--- config.mk ---
export PLATFORM = sky130hd
export DESIGN_NAME = tarea1_input_conditioner
export DESIGN_NICKNAME = d
export VERILOG_FILES = /design/src/rtl/tarea1_in_pkg.sv /design/src/rtl/tarea1_input_conditioner_bit_synchronizer.sv /design/src/rtl/tarea1_input_conditioner.sv
export SDC_FILE = /design/constraint.sdc
export NUM_CORES = 1
export LEC_CHECK = 0
export CORE_MARGIN = 2
export CORE_UTILIZATION = 61
export CTS_CLUSTER_SIZE = 16
export DETAILED_ROUTE_END_ITERATION = 10
export GPL_TIMING_DRIVEN = 1
export PLACE_DENSITY_LB_ADDON = 0.2
export SKIP_CTS_REPAIR_TIMING = 1
export SYNTH_ARGS = -nofsm -noshare
export SYNTH_HDL_FRONTEND = slang
export SYNTH_SLANG_ARGS = --single-unit
--- constraint.sdc ---
create_clock -name clk -period 2.8 [get_ports clk]
set_input_delay 0.42 -clock clk [delete_from_list [all_inputs] [get_ports clk]]
set_output_delay 0.42 -clock clk [all_outputs]
set_load 0.05 [all_outputs]
--- src/rtl/tarea1_in_pkg.sv ---
// tarea1_in_pkg: shared debounce state encoding and counter sizing helper
package tarea1_in_pkg;
  typedef enum logic [1:0] {IDLE, PRESS_WAIT, HELD, RELEASE_WAIT} dbnc_state_t;
  function automatic int cnt_width(input int n);
    return (n < 2) ? 1 : $clog2(n);
  endfunction
endpackage

--- src/rtl/tarea1_input_conditioner_bit_synchronizer.sv ---
// bit_synchronizer: STAGES-deep flop chain bringing an asynchronous bit into the clk domain
module bit_synchronizer #(
  parameter int STAGES = 2
) (
  input  logic clk,
  input  logic reset,
  input  logic d,
  output logic q
);
  logic [STAGES-1:0] sync;
  always_ff @(posedge clk or posedge reset)
    if (reset) sync <= '0;
    else sync <= {sync[STAGES-2:0], d};
  assign q = sync[STAGES-1];
endmodule

--- src/rtl/tarea1_input_conditioner.sv ---
// tarea1_input_conditioner: synchronise/debounce the button and emit one enable pulse with captured A/B per press.
// Define AUTO_REPEAT_EN to repeat the capture and pulse every REPEAT_CYCLES while the button is held.
module tarea1_input_conditioner
  import tarea1_in_pkg::*;
#(
  parameter int DEBOUNCE_CYCLES = 500000,
  parameter int SYNC_STAGES = 2,
  parameter int REPEAT_CYCLES = 25000000
) (
  input  logic clk,
  input  logic reset,
  input  logic btn_n,
  input  logic sw_a,
  input  logic sw_b,
  output logic A,
  output logic B,
  output logic enable,
  output logic btn_level
);
  localparam int CW = cnt_width(DEBOUNCE_CYCLES);
  logic btn_s, a_s, b_s, done, qual, rep, fire;
  logic [CW-1:0] cnt;
  dbnc_state_t state, state_nxt;
  bit_synchronizer #(.STAGES(SYNC_STAGES)) u_btn (.clk(clk), .reset(reset), .d(~btn_n), .q(btn_s));
  bit_synchronizer #(.STAGES(SYNC_STAGES)) u_a (.clk(clk), .reset(reset), .d(sw_a), .q(a_s));
  bit_synchronizer #(.STAGES(SYNC_STAGES)) u_b (.clk(clk), .reset(reset), .d(sw_b), .q(b_s));
  assign done = cnt == CW'(DEBOUNCE_CYCLES - 1);
  always_comb begin
    state_nxt = state;
    case (state)
      IDLE:         state_nxt = btn_s ? PRESS_WAIT : IDLE;
      PRESS_WAIT:   state_nxt = !btn_s ? IDLE : done ? HELD : PRESS_WAIT;
      HELD:         state_nxt = btn_s ? HELD : RELEASE_WAIT;
      RELEASE_WAIT: state_nxt = btn_s ? HELD : done ? IDLE : RELEASE_WAIT;
      default:      state_nxt = IDLE;
    endcase
  end
`ifdef AUTO_REPEAT_EN
  localparam int RW = cnt_width(REPEAT_CYCLES);
  logic [RW-1:0] rcnt;
  assign rep = state == HELD && btn_s && rcnt == RW'(REPEAT_CYCLES - 1);
  always_ff @(posedge clk or posedge reset)
    if (reset) rcnt <= '0;
    else rcnt <= (state == HELD && btn_s && !rep) ? rcnt + 1'b1 : '0;
`else
  assign rep = 1'b0;
`endif
  assign qual = (state == PRESS_WAIT && btn_s && done) || rep;
  assign btn_level = state == HELD || state == RELEASE_WAIT;
  // fire marks the capture edge; enable follows one cycle later so A/B lead it
  always_ff @(posedge clk or posedge reset)
    if (reset) begin
      state <= IDLE;
      cnt <= '0;
      fire <= 1'b0;
      enable <= 1'b0;
      A <= 1'b0;
      B <= 1'b0;
    end else begin
      state <= state_nxt;
      cnt <= (state_nxt != state || state == IDLE || state == HELD) ? '0 : cnt + 1'b1;
      fire <= qual;
      enable <= fire;
      if (qual) begin
        A <= a_s;
        B <= b_s;
      end
    end
endmodule

==> tab_implementation.tex, run 1 <==
\begin{tabular}{lr}
\hline
Metric & Value \\
\hline
\multicolumn{2}{l}{\textbf{STA}} \\
Fin. Hold Viols & 0 \\
Worst clock skew on the final layout & $\sim$0.013 ns \\
Final count of negative-setup-slack endpoints & 0 \\
Slew of the pin with the lowest slew margin & around 0.57 ns \\
Relative max-transition margin & 0.620 \\
Unrepaired setup endpoints after global routing & false \\
Minimum period implied by the final worst setup slack & 2.03 ns \\
Highest attainable clock frequency & a little under 500 MHz \\
Share of the cycle needed by the critical path after routing & 0.724 \\
Final max-slew violation count & 0 \\
Total negative slack & 0 ns \\
\multicolumn{2}{l}{\textbf{Clock network}} \\
Clock tree from TritonCTS & done \\
Number of clock sinks seen by CTS & 31 \\
Number of levels in the clock H-tree & 2 \\
Cell chosen for the clock root & sky130\_fd\_sc\_hd\_\_clkbuf\_4 \\
Num CTS Buffers & 5 \\
CTS clk-pin slew, worst paths & 0.09 ns \\
Bufs on Longest Clock Path & 2 \\
Clock latency on the worst-skew pair & approximately 0.34 ns \\
\multicolumn{2}{l}{\textbf{Detailed routing}} \\
Overall via count from detail\_route & 942 \\
Iteration count of the initial detailed-routing pass & 4 \\
DRC marker count from the first detailed-route iteration & 19 \\
Routed wirelength normalized by instance count & about 13 um \\
Final antenna-violating net count & 0 \\
Overall routed net length & about 2.3 mm \\
Via count normalized by instance count & between 5 and 6 \\
Number of DRC violations after detailed routing & 0 \\
\multicolumn{2}{l}{\textbf{Floorplan}} \\
Die Footprint & $\sim$0.0027 mm\^{}2 \\
Total core area & $\sim$0.0022 mm\^{}2 \\
Initial core utilization & 0.635 \\
Total I/O pin count & 9 \\
Total number of placement rows & 17 \\
Die extent in y & just over 50 um \\
DIE WIDTH & approximately 52 um \\
\multicolumn{2}{l}{\textbf{Placed design}} \\
Placed Cells incl. Taps & 162 \\
Dpl hpwl & around 1.7 mm \\
GP Congestion & $\sim$0.82 \\
Number of buffers inserted by port buffering & 8 \\
\multicolumn{2}{l}{\textbf{Synth}} \\
Synthesized Nets & around 130 \\
Proportion of synthesized chip area in sequential cells & 0.563 \\
Cell Area, Synth & about 0.0014 mm\^{}2 \\
Number of synthesized register bits & 31 \\
Warning count from the yosys run & 0 \\
Post-synthesis average cell area & between 10 and 15 um\^{}2 \\
Count of unique library cells instantiated by Yosys & 28 \\
Post-Synthesis Cells & between 100 and 150 \\
\multicolumn{2}{l}{\textbf{GRT}} \\
Vias in the first global route & approximately 900 \\
Remaining global-route overflow & 0 \\
Global-route total usage across every layer & 0.218 \\
Number of antenna violations at the first check in global routing & 0 \\
Maximum number of pins on one net before global-route repair & 18 \\
First-pass GRT wire length & approximately 4 mm \\
\multicolumn{2}{l}{\textbf{Finish}} \\
Post-layout utilization of the core & 0.710 \\
Fraction of final layout cells with drive strength greater than 1 & 0.121 \\
Non-filler instance count after layout & 169 \\
Final net count & about 150 \\
Most common library cell in the layout ignoring fill and taps & sky130\_fd\_sc\_hd\_\_dfrtp\_1 \\
Fillers & $\sim$180 \\
Layout overhead on the synthesized area & 11.9\% \\
Most frequent cells in the layout & sky130\_fd\_sc\_hd\_\_dfrtp\_1, sky130\_fd\_sc\_hd\_\_nor2\_1, sky130\_fd\_sc\_hd\_\_xnor2\_1 \\
Diode insertion count for antenna repair & 0 \\
\multicolumn{2}{l}{\textbf{Worst setup path}} \\
Critical path's largest stage delay & between 0.8 and 0.9 ns \\
Worst-path fanout max & 5 \\
Crit end category & output pin \\
Worst path required time & between 2 and 2.5 ns \\
Slack of the worst reg-to-reg path & around 0.83 ns \\
Critical path startpoint category & register \\
Dominant delay contributor by cell family on the critical path & buffers and inverters \\
Slowest stage cell, crit path & sky130\_fd\_sc\_hd\_\_clkdlybuf4s50\_1 \\
Critical path buffers and inverters & 1 \\
CP arrival & 1.61 ns \\
Critical path start-end classification & register to output pin \\
Crit-path cells & clkdlybuf4s50\_1 \\
\multicolumn{2}{l}{\textbf{Power and ir drop}} \\
Leak & 0.625 nW \\
Pwr dens & approximately 480 mW/mm\^{}2 \\
VDD IR-drop max & 0.000422 V \\
\multicolumn{2}{l}{\textbf{Status}} \\
Status & completed \\
\multicolumn{2}{l}{\textbf{Worst hold path}} \\
Worst min-delay path category & register to register \\
\multicolumn{2}{l}{\textbf{Run}} \\
Number of maximum-capacitance violations & 0 \\
\hline
\end{tabular}
[where the power goes]
part / internal, W / total (W) / switching [W]
clock network: 0.000116 / 0.000251 / 0.000135
registers: 0.000454 / 0.000457 / 0.00000367
logic: 0.00000956 / 0.0000254 / 0.0000158
[cells in the mapped netlist]
library cell / instances / area share
sky130_fd_sc_hd__dfrtp_1: 31 / 0.56
sky130_fd_sc_hd__nor2_1: 20 / 0.054
sky130_fd_sc_hd__xnor2_1: 12 / 0.076
sky130_fd_sc_hd__nand3_1: 9 / 0.033
sky130_fd_sc_hd__nand2_1: 8 / 0.022
sky130_fd_sc_hd__inv_1: 6 / 0.016
sky130_fd_sc_hd__nor4_1: 6 / 0.027
sky130_fd_sc_hd__nor3_1: 5 / 0.018
sky130_fd_sc_hd__a21oi_1: 3 / 0.011
sky130_fd_sc_hd__mux2_2: 3 / 0.025
sky130_fd_sc_hd__xor2_1: 3 / 0.019
sky130_fd_sc_hd__and2_1: 2 / 0.0091
sky130_fd_sc_hd__nand4_1: 2 / 0.0091
sky130_fd_sc_hd__nand4_2: 2 / 0.018
sky130_fd_sc_hd__or2_4: 2 / 0.013
sky130_fd_sc_hd__buf_6: 1 / 0.0082
sky130_fd_sc_hd__clkbuf_1: 1 / 0.0027
sky130_fd_sc_hd__ha_1: 1 / 0.0091
sky130_fd_sc_hd__nand3b_1: 1 / 0.0055
sky130_fd_sc_hd__nor4b_1: 1 / 0.0064
sky130_fd_sc_hd__o21ai_0: 1 / 0.0036
sky130_fd_sc_hd__o21bai_4: 1 / 0.014
sky130_fd_sc_hd__o31ai_1: 1 / 0.0055
sky130_fd_sc_hd__o41ai_1: 1 / 0.0064
sky130_fd_sc_hd__or3_1: 1 / 0.0045
sky130_fd_sc_hd__or3_4: 1 / 0.0082
sky130_fd_sc_hd__or4_1: 1 / 0.0055
sky130_fd_sc_hd__or4b_1: 1 / 0.0073
[flip-flops by register name (all words and copies together) (netlist names)]
| signal | cells |
|---|---|
| A | 1 |
| B | 1 |
| cnt | 19 |
| enable | 1 |
| fire | 1 |
| state | 2 |
| u_a.sync | 2 |
| u_b.sync | 2 |
| u_btn.sync | 2 |
[layout make-up]
class | count | area [um^2] | area share
clock inverters | 1 | 5.00 | 0.00325
well taps | 28 | 35.0 | 0.0227
flip-flops and latches | 31 | 776 | 0.503
clock buffers | 6 | 51.3 | 0.0333
inverters | 6 | 22.5 | 0.0146
multi-input cells | 88 | 564 | 0.366
repair buffers | 9 | 87.6 | 0.0568
[path summary, 6_finish.rpt]
kind	from	to	cells after the start
hold / removal	u_btn.sync[0]$_DFF_PP0_	u_btn.sync[1]$_DFF_PP0_	0
max in group asynchronous	reset	cnt[5]$_DFF_PP0_	3
hold reg to reg	u_btn.sync[0]$_DFF_PP0_	u_btn.sync[1]$_DFF_PP0_	0
min in group asynchronous	reset	enable$_DFF_PP0_	2
setup reg to reg	cnt[0]$_DFF_PP0_	cnt[10]$_DFF_PP0_	5
setup / recovery	state[1]$_DFF_PP0_	btn_level	1
[per-stage QoR]
stage	instance area (um^2)	power (W)	setup WS, ns	hold slack [ns]
finish	1540	0.000734	0.773	0.355
global route	1540	0.000771	0.675	0.372
CTS	1540	0.000746	0.749	0.357
detailed placement	1490	0.000493	0.841	0.336
global placement	1490	0.000491	0.889	0.332
floorplan	1380	0.000482	1.04	0.331
[cells by family after synthesis]
kind of cell / after synthesis / share of synthesized area
adder cells (fa/ha/maj): 1 / 0.00908
flip-flops: 31 / 0.563
AND/OR/NAND/NOR: 62 / 0.241
AO/OA/AOI/OAI: 7 / 0.0400
buffers and inverters: 8 / 0.0272
XOR/XNOR: 15 / 0.0954
multiplexers: 3 / 0.0245
[routing by layer]
layer	global-route usage	wire, um
met1	0.272	985
met2	0.323	1100
met3	0.0977	121
met4	0.105	54
met5	0	0
(Power assumes the default switching activity.)
==> run 2, diff against run 1 <==
--- a/config.mk
+++ b/config.mk
@@ -5,8 +5,9 @@
 export SDC_FILE = /design/constraint.sdc
 export NUM_CORES = 1
 export LEC_CHECK = 0
+export CORE_ASPECT_RATIO = 2
 export CORE_MARGIN = 2
-export CORE_UTILIZATION = 61
+export CORE_UTILIZATION = 51
 export CTS_CLUSTER_SIZE = 16
 export DETAILED_ROUTE_END_ITERATION = 10
 export GPL_TIMING_DRIVEN = 1
==> constraint.sdc (replaced) <==
create_clock -name clk -period 1.75 [get_ports clk]
set_input_delay 0.2625 -clock clk [delete_from_list [all_inputs] [get_ports clk]]
set_output_delay 0.2625 -clock clk [all_outputs]
set_load 0.05 [all_outputs]
==> run 2 against run 1 <==
Design area rose by 8.0%; register-to-register slack got worse by 0.76 ns; setup slack got worse by 0.70 ns; flip-flop and latch count did not move; sequential power rose by 61%; critical path depth did not move; critical path type unchanged.
==> tab_implementation.tex, run 2 (same netlist as run 1, synthesis figures left out) <==
\begin{tabular}{lr}
\hline
Metric & Value \\
\hline
\multicolumn{2}{l}{\textbf{Clock network}} \\
Number of clock sinks seen by CTS & 31 (unchanged) \\
Number of levels in the clock H-tree & 2 (unchanged) \\
CTS clk-pin slew, worst paths & 0.06 ns (-0.03 ns) \\
Num CTS Buffers & 5 (unchanged) \\
Cell chosen for the clock root & sky130\_fd\_sc\_hd\_\_clkbuf\_8 \\
Bufs on Longest Clock Path & 2 (unchanged) \\
Clock latency on the worst-skew pair & 0.28 ns (-0.06 ns) \\
Clock tree from TritonCTS & done \\
\multicolumn{2}{l}{\textbf{Floorplan}} \\
Initial core utilization & 0.536 (-0.0989) \\
Total number of placement rows & 26 (+9) \\
Die extent in y & 77.5 um (+50\%) \\
Total I/O pin count & 9 (unchanged) \\
Total core area & 0.00257 mm\^{}2 (+18\%) \\
Die Footprint & 0.00316 mm\^{}2 (+19\%) \\
DIE WIDTH & 40.8 um (-21\%) \\
\multicolumn{2}{l}{\textbf{Finish}} \\
Non-filler instance count after layout & 176 (+4.1\%) \\
Diode insertion count for antenna repair & 0 (unchanged) \\
Flip-flop count of the largest register, all copies and words added & 19 (unchanged) \\
Post-layout utilization of the core & 0.648 (-0.0630) \\
Largest reg by FF count & cnt \\
Fraction of final layout cells with drive strength greater than 1 & 0.189 (+0.0686) \\
Layout overhead on the synthesized area & 20.8\% \\
Most common library cell in the layout ignoring fill and taps & sky130\_fd\_sc\_hd\_\_dfrtp\_1 \\
Final net count & 154 (+4.8\%) \\
Most frequent cells in the layout & sky130\_fd\_sc\_hd\_\_dfrtp\_1, sky130\_fd\_sc\_hd\_\_nor2\_1, sky130\_fd\_sc\_hd\_\_xnor2\_1 \\
\multicolumn{2}{l}{\textbf{Power and ir drop}} \\
Pwr dens & 797 mW/mm\^{}2 (+67\%) \\
VDD IR-drop max & 0.000686 V (+63\%) \\
Switching power summed over all nets & 0.000269 W (+74\%) \\
Cell internal pwr & 0.00106 W (+83\%) \\
Share of total power in the clock network & 0.408 (+0.066) \\
Sequential share of power & 0.554 (-0.069) \\
Fraction of power spent switching nets & 0.203 (-0.00785) \\
Part of the total power dissipated in combinational logic & 0.038 (+0.003) \\
Leak & 0.699 nW (+12\%) \\
\multicolumn{2}{l}{\textbf{STA}} \\
Fin. Hold Viols & 0 (unchanged) \\
Relative max-transition margin & 0.657 (+0.0371) \\
Slew of the pin with the lowest slew margin & 0.514 ns (-0.0559 ns) \\
Unrepaired setup endpoints after global routing & false \\
Share of the cycle needed by the critical path after routing & 0.959 \\
Highest attainable clock frequency & roughly 600 MHz \\
Worst clock skew on the final layout & 0.00610 ns (-0.00691 ns) \\
Final max-slew violation count & 0 (unchanged) \\
Final count of negative-setup-slack endpoints & 0 (unchanged) \\
Minimum period implied by the final worst setup slack & between 1.5 and 2 ns \\
\multicolumn{2}{l}{\textbf{Detailed routing}} \\
Via count normalized by instance count & 5.73 (+2.8\%) \\
Top layer reached by signal wires & met4 \\
Detailed-routing wirelength on met1 & 970 um (-1.5\%) \\
Iteration count of the initial detailed-routing pass & 4 (unchanged) \\
Final antenna-violating net count & 0 (unchanged) \\
Overall routed net length & 2.70 mm (+20\%) \\
Met3 Wirelength & 96 um (-21\%) \\
Number of DRC violations after detailed routing & 0 (unchanged) \\
DRC marker count from the first detailed-route iteration & 27 (+8) \\
Overall via count from detail\_route & 1,008 (+7.0\%) \\
WL met2 & 1.48 mm (+35\%) \\
Routed wirelength normalized by instance count & 15.4 um (+15\%) \\
\multicolumn{2}{l}{\textbf{Worst setup path}} \\
Slowest stage cell, crit path & sky130\_fd\_sc\_hd\_\_clkdlybuf4s50\_1 \\
Critical path start-end classification & register to output pin \\
Crit-path cells & clkdlybuf4s50\_1 \\
Dominant delay contributor by cell family on the critical path & buffers and inverters \\
Critical path buffers and inverters & 1 (unchanged) \\
Critical path startpoint category & register \\
Worst path required time & 1.49 ns (-0.89 ns) \\
CP arrival & 1.42 ns (-0.19 ns) \\
Crit end category & output pin \\
Worst-path fanout max & 2 (-3) \\
Critical path's largest stage delay & 0.80 ns (-0.03 ns) \\
\multicolumn{2}{l}{\textbf{GRT}} \\
Vias in the first global route & 1,021 (+15\%) \\
Maximum number of pins on one net before global-route repair & 32 (+14) \\
First-pass GRT wire length & 4.42 mm (+12\%) \\
Global-route total usage across every layer & 0.210 (-0.00776) \\
Remaining global-route overflow & 0 (unchanged) \\
Number of antenna violations at the first check in global routing & 0 (unchanged) \\
\multicolumn{2}{l}{\textbf{Placed design}} \\
Dpl hpwl & 1.95 mm (+15\%) \\
GP Congestion & 0.948 (+15\%) \\
Number of buffers inserted by port buffering & 8 (unchanged) \\
Placed Cells incl. Taps & 169 (+4.3\%) \\
\multicolumn{2}{l}{\textbf{Worst hold path}} \\
Worst min-delay path category & input port to async pin \\
\multicolumn{2}{l}{\textbf{Status}} \\
Status & completed \\
\multicolumn{2}{l}{\textbf{Run}} \\
Number of maximum-capacitance violations & 0 (unchanged) \\
\hline
\end{tabular}
[run 2: cell types whose count changed in the layout (fill, tap and decap cells not counted), moves of 2 or more]
cell / previous run / this run
sky130_fd_sc_hd__clkdlybuf4s50_1: 8 / 6
sky130_fd_sc_hd__clkbuf_4: 5 / 0
sky130_fd_sc_hd__clkbuf_8: 1 / 6
sky130_fd_sc_hd__buf_4: 1 / 8
[run 2: area by class of cell]
cell class / count / area [um^2]
fillers: 213 / 906
flip-flops and latches: 31 / 777
multi-input cells: 88 / 589
repair buffers: 16 / 153
clock buffers: 6 / 82.6
well taps: 28 / 35.0
inverters: 6 / 22.5
clock inverters: 1 / 5.00
[run 2: routing by layer]
metal	track usage	vias up
met2	0.317	35
met4	0.147	0
met3	0.0686	16
met5	0	-
li1	-	475
met1	0.229	482
[run 2: power by group through the flow]
stage	Sequential (W)	Clock (W)	Combinational [W]
after floorplan	0.000745	0	0.0000265
after global placement	0.000746	0	0.0000488
after detailed placement	0.000746	0	0.0000515
after CTS	0.000733	0.000558	0.0000514
after global routing	0.000735	0.000592	0.0000579
final	0.000734	0.000541	0.0000510
[run 2: path summary, 6_finish.rpt]
kind,from,end,slack [ns],cells after the start
max,B$_DFFE_PP0P_,B,0.07,1
min,reset,u_b.sync[0]$_DFF_PP0_,0.35,3
max reg2reg,cnt[1]$_DFF_PP0_,cnt[16]$_DFF_PP0_,0.07,6
min reg2reg,u_btn.sync[0]$_DFF_PP0_,u_btn.sync[1]$_DFF_PP0_,0.35,0
max in group asynchronous,reset,cnt[1]$_DFF_PP0_,1.08,3
min in group clk,u_btn.sync[0]$_DFF_PP0_,u_btn.sync[1]$_DFF_PP0_,0.35,0
[run 2: through the flow]
step	instance area, um^2	hold WS [ns]	setup WS, ns	power [W]	TNS (ns)
floorplan	1390	0.294	0.0244	0.000771	0
finish	1660	0.348	0.0712	0.00133	0
global route	1660	0.363	0.000557	0.00139	0
global placement	1560	0.336	0.0435	0.000794	0
CTS	1640	0.351	-0.0176	0.00134	-0.0180
detailed placement	1560	0.338	0.00267	0.000798	0
